==> config.mk <==
export PLATFORM = sky130hd
export DESIGN_NAME = ad7606_emu
export DESIGN_NICKNAME = d
export VERILOG_FILES = /design/src/rtl/ad7606_pkg.sv /design/src/rtl/ad7606_edge_det.sv /design/src/rtl/ad7606_emu.sv
export SDC_FILE = /design/constraint.sdc
export NUM_CORES = 1
export LEC_CHECK = 0
export ABC_CLOCK_PERIOD_IN_PS = 6300
export BUFFER_PORTS_ARGS = -buffer_cell sky130_fd_sc_hd__clkbuf_2
export CAP_MARGIN = 5
export CORE_ASPECT_RATIO = 0.9
export CORE_UTILIZATION = 30
export DETAILED_ROUTE_END_ITERATION = 10
export PLACE_DENSITY_LB_ADDON = 0.08
export SYNTH_ARGS = -nofsm -noshare
export SYNTH_HDL_FRONTEND = slang
export SYNTH_SLANG_ARGS = --single-unit
==> constraint.sdc <==
create_clock -name sys_clk_i -period 6.3 [get_ports sys_clk_i]
set_input_delay 1.89 -clock sys_clk_i [delete_from_list [all_inputs] [get_ports sys_clk_i]]
set_output_delay 1.89 -clock sys_clk_i [all_outputs]
set_load 0.01 [all_outputs]
==> src/rtl/ad7606_pkg.sv <==
// Shared types and constants for the AD7606 parallel-interface emulator.
package ad7606_pkg;

  typedef enum logic [1:0] {
    IDLE  = 2'd0,
    RST   = 2'd1,
    CONV  = 2'd2,
    READY = 2'd3
  } state_e;

  localparam int NUM_CH          = 8;
  localparam int PTR_W           = $clog2(NUM_CH);
  localparam int DEF_CONV_CYCLES = 200;
  localparam int CNT_W           = 16;

endpackage : ad7606_pkg

==> src/rtl/ad7606_edge_det.sv <==
// Registered rise/fall detector: compares the input with its value one cycle earlier.
module ad7606_edge_det #(
  parameter logic RST_VAL = 1'b0
) (
  input  logic clk,
  input  logic rst_n,
  input  logic d_i,
  output logic rise_o,
  output logic fall_o
);

  logic prev_q, prev_d;

  always_comb begin
    prev_d = d_i;
  end

  // NOTE: sequential state uses non-blocking (<=) so every flop samples pre-edge values.
  always_ff @(posedge clk or negedge rst_n) begin
    if (!rst_n) begin
      prev_q <= RST_VAL;
    end else begin
      prev_q <= prev_d;
    end
  end

  assign rise_o = d_i & ~prev_q;
  assign fall_o = ~d_i & prev_q;

endmodule : ad7606_edge_det

==> src/rtl/ad7606_emu.sv <==
// AD7606 emulator: conversion timing, sample latch and parallel readout.
// Optional protocol checker enabled by defining AD7606_EMU_PROTO_CHECK_EN.
module ad7606_emu
  import ad7606_pkg::*;
#(
  parameter int CONV_CYCLES = DEF_CONV_CYCLES,
  parameter int DATA_W      = 16
) (
  input  logic                     sys_clk_i,
  input  logic                     rst_n_i,
  input  logic                     reset_i,
  input  logic                     convsta_i,
  input  logic                     convstb_i,
  input  logic                     cs_i,
  input  logic                     rd_i,
  input  logic [NUM_CH*DATA_W-1:0] ch_data_i,
  output logic                     busy_o,
  output logic                     frstdata_o,
  output logic [DATA_W-1:0]        ad_data_o
`ifdef AD7606_EMU_PROTO_CHECK_EN
  ,
  output logic                     proto_err_o
`endif
);

  state_e               state_q, state_d;
  logic [CNT_W-1:0]     cnt_q, cnt_d;
  logic [PTR_W-1:0]     ptr_q, ptr_d;
  logic [DATA_W-1:0]    sample_q [NUM_CH];
  logic [DATA_W-1:0]    sample_d [NUM_CH];
  logic [DATA_W-1:0]    data_q, data_d;
  logic                 busy_q, busy_d;
  logic                 first_q, first_d;

  logic conv_in;
  logic cst;
  logic unused_conv_fall;
  logic rd_rise, rd_fall;
  logic reset_rise, reset_fall;

  assign conv_in = convsta_i & convstb_i;

  ad7606_edge_det #(.RST_VAL(1'b1)) u_conv_edge (
    .clk    (sys_clk_i),
    .rst_n  (rst_n_i),
    .d_i    (conv_in),
    .rise_o (cst),
    .fall_o (unused_conv_fall)
  );

  ad7606_edge_det #(.RST_VAL(1'b1)) u_rd_edge (
    .clk    (sys_clk_i),
    .rst_n  (rst_n_i),
    .d_i    (rd_i),
    .rise_o (rd_rise),
    .fall_o (rd_fall)
  );

  ad7606_edge_det #(.RST_VAL(1'b0)) u_reset_edge (
    .clk    (sys_clk_i),
    .rst_n  (rst_n_i),
    .d_i    (reset_i),
    .rise_o (reset_rise),
    .fall_o (reset_fall)
  );

  always_comb begin
    // NOTE: every variable gets a default first so no path leaves it unassigned (no latch).
    state_d  = state_q;
    cnt_d    = cnt_q;
    ptr_d    = ptr_q;
    sample_d = sample_q;
    data_d   = data_q;
    busy_d   = busy_q;
    first_d  = first_q;

    if (reset_i) begin
      state_d = RST;
      busy_d  = 1'b0;
      if (reset_rise) begin
        ptr_d   = '0;
        data_d  = '0;
        first_d = 1'b0;
      end
    end else begin
      unique case (state_q)
        RST: begin
          // Entered only with reset_i high, so the first low cycle is always a fall.
          if (reset_fall) state_d = IDLE;
        end
        IDLE, READY: begin
          if (cst) begin
            state_d = CONV;
            busy_d  = 1'b1;
            cnt_d   = CNT_W'(CONV_CYCLES - 1);
            ptr_d   = '0;
            data_d  = '0;
            first_d = 1'b0;
            for (int i = 0; i < NUM_CH; i++) begin
              sample_d[i] = ch_data_i[i*DATA_W +: DATA_W];
            end
          end else if (state_q == READY && !cs_i) begin
            if (rd_fall) begin
              data_d  = sample_q[ptr_q];
              first_d = (ptr_q == '0);
            end
            if (rd_rise) ptr_d = ptr_q + 1'b1;
          end
        end
        CONV: begin
          if (cnt_q == '0) begin
            state_d = READY;
            busy_d  = 1'b0;
          end else begin
            cnt_d = cnt_q - 1'b1;
          end
        end
        default: state_d = IDLE;
      endcase
    end
  end

  always_ff @(posedge sys_clk_i or negedge rst_n_i) begin
    if (!rst_n_i) begin
      state_q <= IDLE;
      cnt_q   <= '0;
      ptr_q   <= '0;
      data_q  <= '0;
      busy_q  <= 1'b0;
      first_q <= 1'b0;
      // NOTE: the sample bank is reset because readout right after reset must be defined.
      for (int i = 0; i < NUM_CH; i++) begin
        sample_q[i] <= '0;
      end
    end else begin
      state_q  <= state_d;
      cnt_q    <= cnt_d;
      ptr_q    <= ptr_d;
      data_q   <= data_d;
      busy_q   <= busy_d;
      first_q  <= first_d;
      sample_q <= sample_d;
    end
  end

  assign busy_o     = busy_q;
  assign ad_data_o  = (!cs_i && state_q == READY) ? data_q : '0;
  assign frstdata_o = !cs_i && (state_q == READY) && first_q;

`ifdef AD7606_EMU_PROTO_CHECK_EN
  logic [3:0] rdcnt_q, rdcnt_d;
  logic       perr_q, perr_d;
  logic       rd_sel_fall;

  assign rd_sel_fall = rd_fall & ~cs_i;

  always_comb begin
    rdcnt_d = rdcnt_q;
    perr_d  = 1'b0;
    if (cst) begin
      rdcnt_d = '0;
    end else if (rd_sel_fall && rdcnt_q != 4'd9) begin
      rdcnt_d = rdcnt_q + 4'd1;
    end
    if (cst && state_q == CONV) perr_d = 1'b1;
    if (rd_sel_fall && state_q != READY) perr_d = 1'b1;
    // Only the ninth word is flagged; later overruns keep the counter saturated.
    if (!cst && rd_sel_fall && rdcnt_q == 4'd8) perr_d = 1'b1;
  end

  always_ff @(posedge sys_clk_i or negedge rst_n_i) begin
    if (!rst_n_i) begin
      rdcnt_q <= '0;
      perr_q  <= 1'b0;
    end else begin
      rdcnt_q <= rdcnt_d;
      perr_q  <= perr_d;
    end
  end

  assign proto_err_o = perr_q;
`endif

endmodule : ad7606_emu

* Yosys cells after proc, flatten, opt, wreduce, memory -nomap -nowiden
Index checks and enable logic that the tools add are counted.
** Word-level totals
- Register bits after elaboration :: 170
- Input bits :: 135
- Output and inout port bits :: 18
- Logic and storage cells :: 94
** Cells by class
- $add $sub $neg :: 2
- $lt $le $gt $ge :: 1
- Eq/ne operators :: 9
- Muxes and demuxes :: 34
- Bitwise logic cells :: 12
- Reductions and logical operators :: 19
** Operators with widths (count)
- 2-to-1 mux 16 bit :: 11
- binary-select mux 16 bit (select 3 bit) :: 1
- case mux 16 bit (2 select lines) :: 1
- 2-to-1 mux 3 bit :: 6
- zero test 16 bit :: 1
- subtractor 16 x 1 -> 16 bit (second input constant) :: 1
- AND reduction 4 bit :: 3
- nonzero test 3 bit :: 4
- 2-to-1 mux 1 bit :: 9
- inequality test 3 bit (second input constant) :: 3
- AND reduction 3 bit :: 3
- 2-to-1 mux 2 bit :: 4
- AND 1 bit :: 6
- case mux 2 bit (3 select lines) :: 1
- NOT 1 bit :: 5
- equality test 2 bit (second input constant) :: 2
- >= comparator 4 bit (second input constant) :: 1
- inequality test 2 bit (second input constant) :: 2
- NOT 3 -> 4 bit :: 1
- nonzero test 2 bit :: 2
- adder 3 x 1 -> 3 bit (second input constant) :: 1
- zero test 3 bit :: 1
- equality test 2 x 1 -> 1 bit (second input constant) :: 1
- logical AND 1 bit :: 2
- 5 further kinds :: 5

* Depth between registers and ports, before layout
Gate-level depths: netlist (run 1).
- Word-level depth :: 9
- Gate-level depth with buffers :: 7
- Gate-level depth less buffers :: 6

* Hierarchy
From an unflattened synthesis (run 1), not the netlist that was laid out.
** Second synthesis, totals
- Cells, all modules :: 574
- Area, all modules :: 7881.3 um^2
** By module, submodules not included
- ad7606_emu :: times used 1, cells an instance 565, area each 7758.7 um^2, seq. area each 4179.0 um^2
- ad7606_edge_det at u_conv_edge ... :: times used 2, cells an instance 3, area each 41.3 um^2, seq. area each 26.3 um^2
- ad7606_edge_det at u_reset_edge :: times used 1, cells an instance 3, area each 40.0 um^2, seq. area each 25.0 um^2

* Least setup slack after synthesis (run 1)
OpenSTA, ideal clock, no wires.
- Kind :: input-to-output
- Start point :: in cs_i
- End point :: out ad_data_o[10]
- Data arrival time :: 2.533 ns
- Required time :: 4.410 ns
- Path slack :: 1.877 ns
- Stages on the path :: 3
- Path through :: nor2b_1 -> clkbuf_1 -> and2_1
** Between the ends
- Longest elaborated chain between the ends :: 3
** RTL lines
- from (decl) :: RTL line ad7606_emu.sv:14 : input logic cs_i,
- zero test 1 bit :: RTL line ad7606_emu.sv:147 : assign ad_data_o = (!cs_i && state_q == READY) ? data_q : '0;
- logical AND 1 bit :: RTL line ad7606_emu.sv:147
- 2-to-1 mux 16 bit :: RTL line ad7606_emu.sv:147
- to (decl) :: RTL line ad7606_emu.sv:19 : output logic [DATA_W-1:0] ad_data_o
Every way passes these cells.

* Worst setup path after layout (run 1)
- Start point :: in cs_i
- End point :: out ad_data_o[15]
The elaborated chain is that of the path after synthesis.

==> run metrics, run 1 <==
syn_area_per_cell=14.3 µm²; f_max=between 200 and 250 MHz; initial antenna violation count=3; post-synthesis simple-gate area fraction=0.0710; post-synth top area share=0.531; # DRC=0; commonest non-fill, non-tap cell in the layout=dfrtp_1; shortest period the worst path allows=about 4.6 ns; Cell Int Power=2.69 mW; Final Skew=0.00938 ns; ANT nets after route=0; status=finished clean; critical path startpoint=cs_i; sequential share of the synthesized area=0.538; HP Class=reg2reg; final WL=19600 µm; Worst-Skew Late Latency=roughly 0.43 ns; Critical-path top delay cell=buf_4; global-route wire length before repair=31500 µm; clock share of power=0.264; Area growth, synth to finish=21.3%; P_sw=approximately 1.1 mW; Synth Area in Compound Gates=0.0538; CTS root buffer=clkbuf_16; HP Start=data_q[13]$_DFFE_PN0P_; IO Pins=about 150; delay of the slowest cell on the worst path=0.27 ns; CP arrival=~2.7 ns; share of layout cells above drive strength 1=0.513; slew margin rel.=0.248; top_reg_cell synth=dfrtp_1; Synth Register Bits=170; Worst R2R Start=state_q[0]$_DFFE_PN0P_; grt ovf=0; Initial DRC Count=between 200 and 300; static leakage=4.15 nW; H-Tree Depth=4; Final TNS setup=0 ns; postcts setup bufs=0; Die Area=approximately 0.027 mm²; mux cell area share after synthesis=0.301; largest net degree at the start of global routing=between 100 and 150; hpwl dp=approximately 14000 µm; post-cts sizing count=0; Adder-Cell Fraction of Synth Area=0.0111; Yosys top cell by area=dfrtp_1; Starting Density=0.304; xor-xnor portion of the synthesized cell area=0.00111; crit path capture type=output port; max_cap viols=0; largest fanout on the critical path=18; library cells used by synthesis=51; ys async rst share=1.00; via count=5154; fill cell count=2550; Total GRT Usage=0.153; CTS tree=built; core area=0.0260 mm²; main combinational cell family by area after synthesis=multiplexers; RSZ-0062 raised after global routing=no; final hold violations=0; Worst Tran Pin Value=1.13 ns; vias per inst=4.86; wire per inst=around 18 µm; Slew Viols, Final=0; Clock transition at path regs=0.07 ns; Die Span Y=156 µm; Die Width=173 µm; fin crit share=0.723; cell family with most CP delay=buffers and inverters; Power per Cell Area=398 mW/mm²; DRT Pass-1 Iters=4; # port buffers=approximately 150; YS warnings=0; Post-synth EDFFs=0; peak supply drop=about 0.17 mV; # rows=56; commonest non-fill, non-tap cells in the layout=dfrtp_1 (166), clkbuf_2 (151), mux2_2 (129), mux4_2 (32), mux2i_1 (21); nets@finish=840; Crit Path Class=in2out; most used cell along the critical path=clkbuf_2; Place WS=1.74 ns; final setup vio count=0; Sw Ratio=0.295; CTS Buf Count=17; top cells by area, synth=dfrtp_1 (53%), mux2_2 (18%), mux4_2 (9.1%); routability congestion estimate=0.807; CTS sink cnt=170; Required @ worst endpoint=4.41 ns; worst-path cell chain=clkbuf_2 -> nor2b_1 -> buf_4 -> and2_1 -> clkbuf_2; Hold-fix buffers, CTS=0; Max clock buf depth=2; via count of the first global-routing pass=5541; final worst slack=1.74 ns; Buf/Inv on CP=3; Gate power share=0.281; syn nets=696; launching element type of the critical path=input pin; Cell Area, Synth=between 0.007 and 0.008 mm²; Reg power frac=0.455; Mapped Cells=554
## registers in the layout (all words and copies together), names as in the netlist
signal,count
u_conv_edge.prev_q,1
busy_o,1
first_q,1
sample_q,128
ptr_q,3
state_q,2
data_q,16
cnt_q,16
u_reset_edge.prev_q,1
u_rd_edge.prev_q,1
## power by group through the flow
stage               Combinational [mW]  Clock [mW]  Sequential [mW]
finish                            1.07        1.01             1.74
CTS                               1.11        1.05             1.74
global route                      1.18        1.09             1.80
detailed placement                1.10           0             1.77
floorplan                        0.861           0             1.67
global placement                  1.08           0             1.74
## final cells by class
| type | count | area, µm² | share of cell area |
|---|---|---|---|
| clock buffer | 17 | 425 | 0.0443 |
| timing repair buffer | 159 | 820 | 0.0854 |
| inverter | 11 | 41.3 | 0.00430 |
| clock inverter | 15 | 133 | 0.0138 |
| sequential | 170 | 4260 | 0.444 |
| multi-input combinational | 339 | 3480 | 0.362 |
| antenna | 2 | 5.00 | 0.000522 |
| tap | 348 | 435 | 0.0454 |
## routing by layer
| metal | vias up | GRT usage | part of all wire |
|---|---|---|---|
| met4 | 2 | 0.0400 | 0.011 |
| met3 | 15 | 0.0451 | 0.062 |
| met2 | 144 | 0.249 | 0.47 |
| met1 | 2620 | 0.200 | 0.45 |
| li1 | 2373 | - | - |
| met5 | - | 0 | 0.00061 |
## logic make-up (layout without fill, tap and decap cells)
| logic type | after synthesis | after routing |
|---|---|---|
| adders and majority gates | 7 | 7 |
| other | 0 | 2 |
| AOI/OAI and AO/OA | 57 | 57 |
| buffers and inverters | 45 | 202 |
| xor gates and xnor gates | 1 | 1 |
| DFF | 170 | 170 |
| muxes | 182 | 182 |
| and+or+nand+nor | 92 | 92 |
## path summary, 6_finish.rpt
kind | to | slack [ns] | cells after the start
setup / recovery | ad_data_o[15] | 1.74 | 5
hold / removal | data_q[13]$_DFFE_PN0P_ | 0.50 | 1
setup reg to reg | data_q[0]$_DFFE_PN0P_ | 3.53 | 6
hold reg to reg | data_q[13]$_DFFE_PN0P_ | 0.50 | 1
max in group asynchronous | sample_q[10]$_DFFE_PN0P_ | 3.52 | 2
min in group asynchronous | sample_q[109]$_DFFE_PN0P_ | 1.57 | 1
## through the flow
step	cells	hold slack, ns	utilization	area, µm²	power, mW
after floorplan	554	0.448	-	7910	2.53
after global placement	1027	0.482	0.347	9030	2.82
after detailed placement	1027	0.483	0.347	9030	2.87
after CTS	1059	0.504	0.369	9590	3.90
after global routing	1059	0.517	0.369	9590	4.07
final	1061	0.500	0.369	9600	3.82
## synthesized netlist by cell type (4+ instances only)
cell / instances
or3_1: 4
inv_1: 11
mux4_2: 32
clkbuf_1: 16
nand2b_1: 7
nor4_1: 7
mux2_2: 129
nor2_1: 12
dfrtp_1: 168
mux2i_1: 21
nor3_1: 6
ha_1: 7
or2_2: 4
and2_1: 19
o31ai_1: 6
buf_2: 16
o2bb2ai_1: 17
a21oi_1: 7
o21ai_0: 8
or4_1: 9
nand2_1: 5
## worst reg2reg max path: cells and delay by family (launching register included)
family / cells / cell delay, ns
compound gates: 2 / 1.01
flops: 1 / 0.41
simple gates: 2 / 0.83
fa+ha+maj: 1 / 0.35
buf+inv: 1 / 0.08
No activity file was read; power rests on OpenSTA's default activity.
==> inputs of run 2 (changes only) <==
--- a/config.mk
+++ b/config.mk
@@ -5,7 +5,7 @@
 export SDC_FILE = /design/constraint.sdc
 export NUM_CORES = 1
 export LEC_CHECK = 0
-export ABC_CLOCK_PERIOD_IN_PS = 6300
+export ABC_CLOCK_PERIOD_IN_PS = 4050
 export BUFFER_PORTS_ARGS = -buffer_cell sky130_fd_sc_hd__clkbuf_2
 export CAP_MARGIN = 5
 export CORE_ASPECT_RATIO = 0.9
==> constraint.sdc (replaced) <==
create_clock -name sys_clk_i -period 4.05 [get_ports sys_clk_i]
set_input_delay 1.215 -clock sys_clk_i [delete_from_list [all_inputs] [get_ports sys_clk_i]]
set_output_delay 1.215 -clock sys_clk_i [all_outputs]
set_load 0.01 [all_outputs]
==> run 2 against run 1 <==
Worst hold slack worse by 0.012 ns. Die area unchanged. Worst setup slack worse by 0.91 ns. Count of clock-buffer cells in the layout up 2. Clock skew up 0.00065 ns. Flip-flop and latch count unchanged. Final cell count up 0.28%. Via count down 0.93%. Critical path depth unchanged. Largest power group unchanged. Highest routed layer unchanged.
==> run metrics, run 2 (synthesized netlist as in run 1, its figures left out) <==
status=finished clean; initial antenna violation count=2 (-1); Required @ worst endpoint=2.83 ns (-1.58 ns); # rows=56 (unchanged); Detail Route met2 WL=9350 µm (+0.73%); f_max=311 MHz; HP Start=data_q[11]$_DFFE_PN0P_; Area growth, synth to finish=22.1%; Ant. Diodes=0 (-2); ANT nets after route=0 (unchanged); Die Width=173 µm (unchanged); final hold violations=0 (unchanged); largest fanout on the critical path=17 (-1); Worst Tran Pin Value=1.01 ns (-0.118 ns); Hold EP=data_q[11]$_DFFE_PN0P_; Final Skew=0.0100 ns (+0.000652 ns); Critical-path top delay cell=buf_4; CP arrival=2.00 ns (-0.67 ns); post-cts sizing count=0 (unchanged); Initial DRC Count=218 (-22%); Crit Path Class=in2out; share of layout cells above drive strength 1=0.514 (+0.000605); Total GRT Usage=0.153 (-0.000276); delay of the slowest cell on the worst path=0.27 ns (about the same); Hold Crit Depth=1 (unchanged); Die Span Y=156 µm (unchanged); commonest non-fill, non-tap cells in the layout=dfrtp_1 (166), clkbuf_2 (151), mux2_2 (129), mux4_2 (32), mux2i_1 (21); Largest regs=sample_q x128, cnt_q x16, data_q x16; Slew Viols, Final=0 (unchanged); Place WS=0.804 ns (-0.938 ns); commonest non-fill, non-tap cell in the layout=dfrtp_1; H-Tree Depth=4 (unchanged); Final TNS setup=0 ns (unchanged); max_cap viols=0 (unchanged); highest routed layer=met5; wire per inst=18.4 µm (-0.33%); CTS tree=built; Hold-fix buffers, CTS=0 (unchanged); IO Pins=153 (unchanged); Max clock buf depth=2 (unchanged); core area=0.0260 mm² (unchanged); final worst slack=0.834 ns (-0.909 ns); CTS root buffer=clkbuf_16; CTS sink cnt=170 (unchanged); static leakage=4.19 nW (+1.1%); fill cell count=2525 (-0.98%); R2R Path End=data_q[10]$_DFFE_PN0P_; via count of the first global-routing pass=5541 (unchanged); peak supply drop=0.243 mV (+44%); Worst-Skew Late Latency=0.42 ns (about the same); Worst R2R Start=state_q[0]$_DFFE_PN0P_; largest net degree at the start of global routing=86 (-17%); Die Area=0.0270 mm² (unchanged); max reg flops=128 (unchanged); HP Class=reg2reg; # port buffers=152 (unchanged); vias per inst=4.80 (-1.2%); # DRC=0 (unchanged); shortest period the worst path allows=3.22 ns; Placed Cells=1032 (+0.49%); Starting Density=0.304 (unchanged); DRT Pass-1 Iters=4 (unchanged); crit path capture type=output port; most used cell along the critical path=clkbuf_2; fin crit share=0.794; met3 wire len=994 µm (-18%); WL met1=9100 µm (+2.5%); global-route wire length before repair=31500 µm (-0.16%); cells on worst reg2reg path=6 (unchanged); Clock transition at path regs=0.07 ns (about the same); nets@finish=845 (+0.60%); CTS Buf Count=17 (unchanged); grt ovf=0 (unchanged); worst-path cell chain=clkbuf_2 -> nor2b_1 -> buf_4 -> and2_1 -> clkbuf_2; FF-to-FF setup slack=1.63 ns (-1.90 ns); worst hold slack=0.488 ns (-0.0119 ns); slew margin rel.=0.326 (+0.0781); final WL=19600 µm (about the same); postcts setup bufs=0 (unchanged); final setup vio count=0 (unchanged); Finished Core Util=0.372 (+0.00260); Power per Cell Area=619 mW/mm² (+55%); Largest Register=sample_q; critical path startpoint=cs_i; launching element type of the critical path=input pin; via count=5106 (-0.93%); hpwl dp=13900 µm (+2.3%); RSZ-0062 raised after global routing=no; routability congestion estimate=0.776 (-3.8%); final non-filler cell total=1064 (+0.28%)
==> run 2: cell types whose count changed in the layout (fill, tap and decap cells not counted) <==
cell	delta
buf_12	+2
buf_4	+3
clkinvlp_4	-3
inv_8	-2
clkbuf_1	+2
bufinv_16	+1
clkinv_4	+1
diode_2	-2
inv_6	+1
==> run 2: final cells by class <==
| cell class | instances | area [µm²] | share of cell area |
|---|---|---|---|
| timing repair buffer | 164 | 882 | 0.0913 |
| tap | 348 | 435 | 0.0451 |
| inverter | 11 | 41.3 | 0.00427 |
| clock buffer | 19 | 433 | 0.0448 |
| sequential | 170 | 4260 | 0.441 |
| multi-input combinational | 339 | 3480 | 0.360 |
| clock inverter | 13 | 135 | 0.0140 |
==> run 2: worst max path at each step <==
stage | endpoint | slack [ns] | cells after the start
detailed placement | ad_data_o[14] | 0.80 | 5
global placement | ad_data_o[6] | 0.88 | 5
floorplan | ad_data_o[10] | 0.98 | 3
finish | ad_data_o[14] | 0.83 | 5
CTS | ad_data_o[14] | 0.80 | 5
global route | ad_data_o[14] | 0.74 | 5
==> run 2: where the power goes <==
group | switching, mW | total, mW | leakage, nW | internal [mW]
Clock | 0.726 | 1.59 | 0.277 | 0.867
Sequential | 0.352 | 2.71 | 2.10 | 2.36
Combinational | 0.640 | 1.68 | 1.81 | 1.04
Total | 1.72 | 5.98 | 4.19 | 4.26
==> run 2: metrics by stage <==
step                      total power, mW  area [µm²]
after floorplan                      3.93        7910
after global placement               4.40        9090
after detailed placement             4.48        9090
after CTS                            6.10        9660
after global routing                 6.39        9660
final                                5.98        9660
==> run 2: worst max-delay path: cells and delay by family <==
family | cells | cell delay [ns]
simple gates | 2 | 0.29
buf+inv | 3 | 0.49
==> run 2: per-layer routing <==
layer,vias to the layer above,track usage
li1,2378,-
met1,2595,0.202
met2,116,0.249
met3,15,0.0461
met4,2,0.0320
met5,-,0
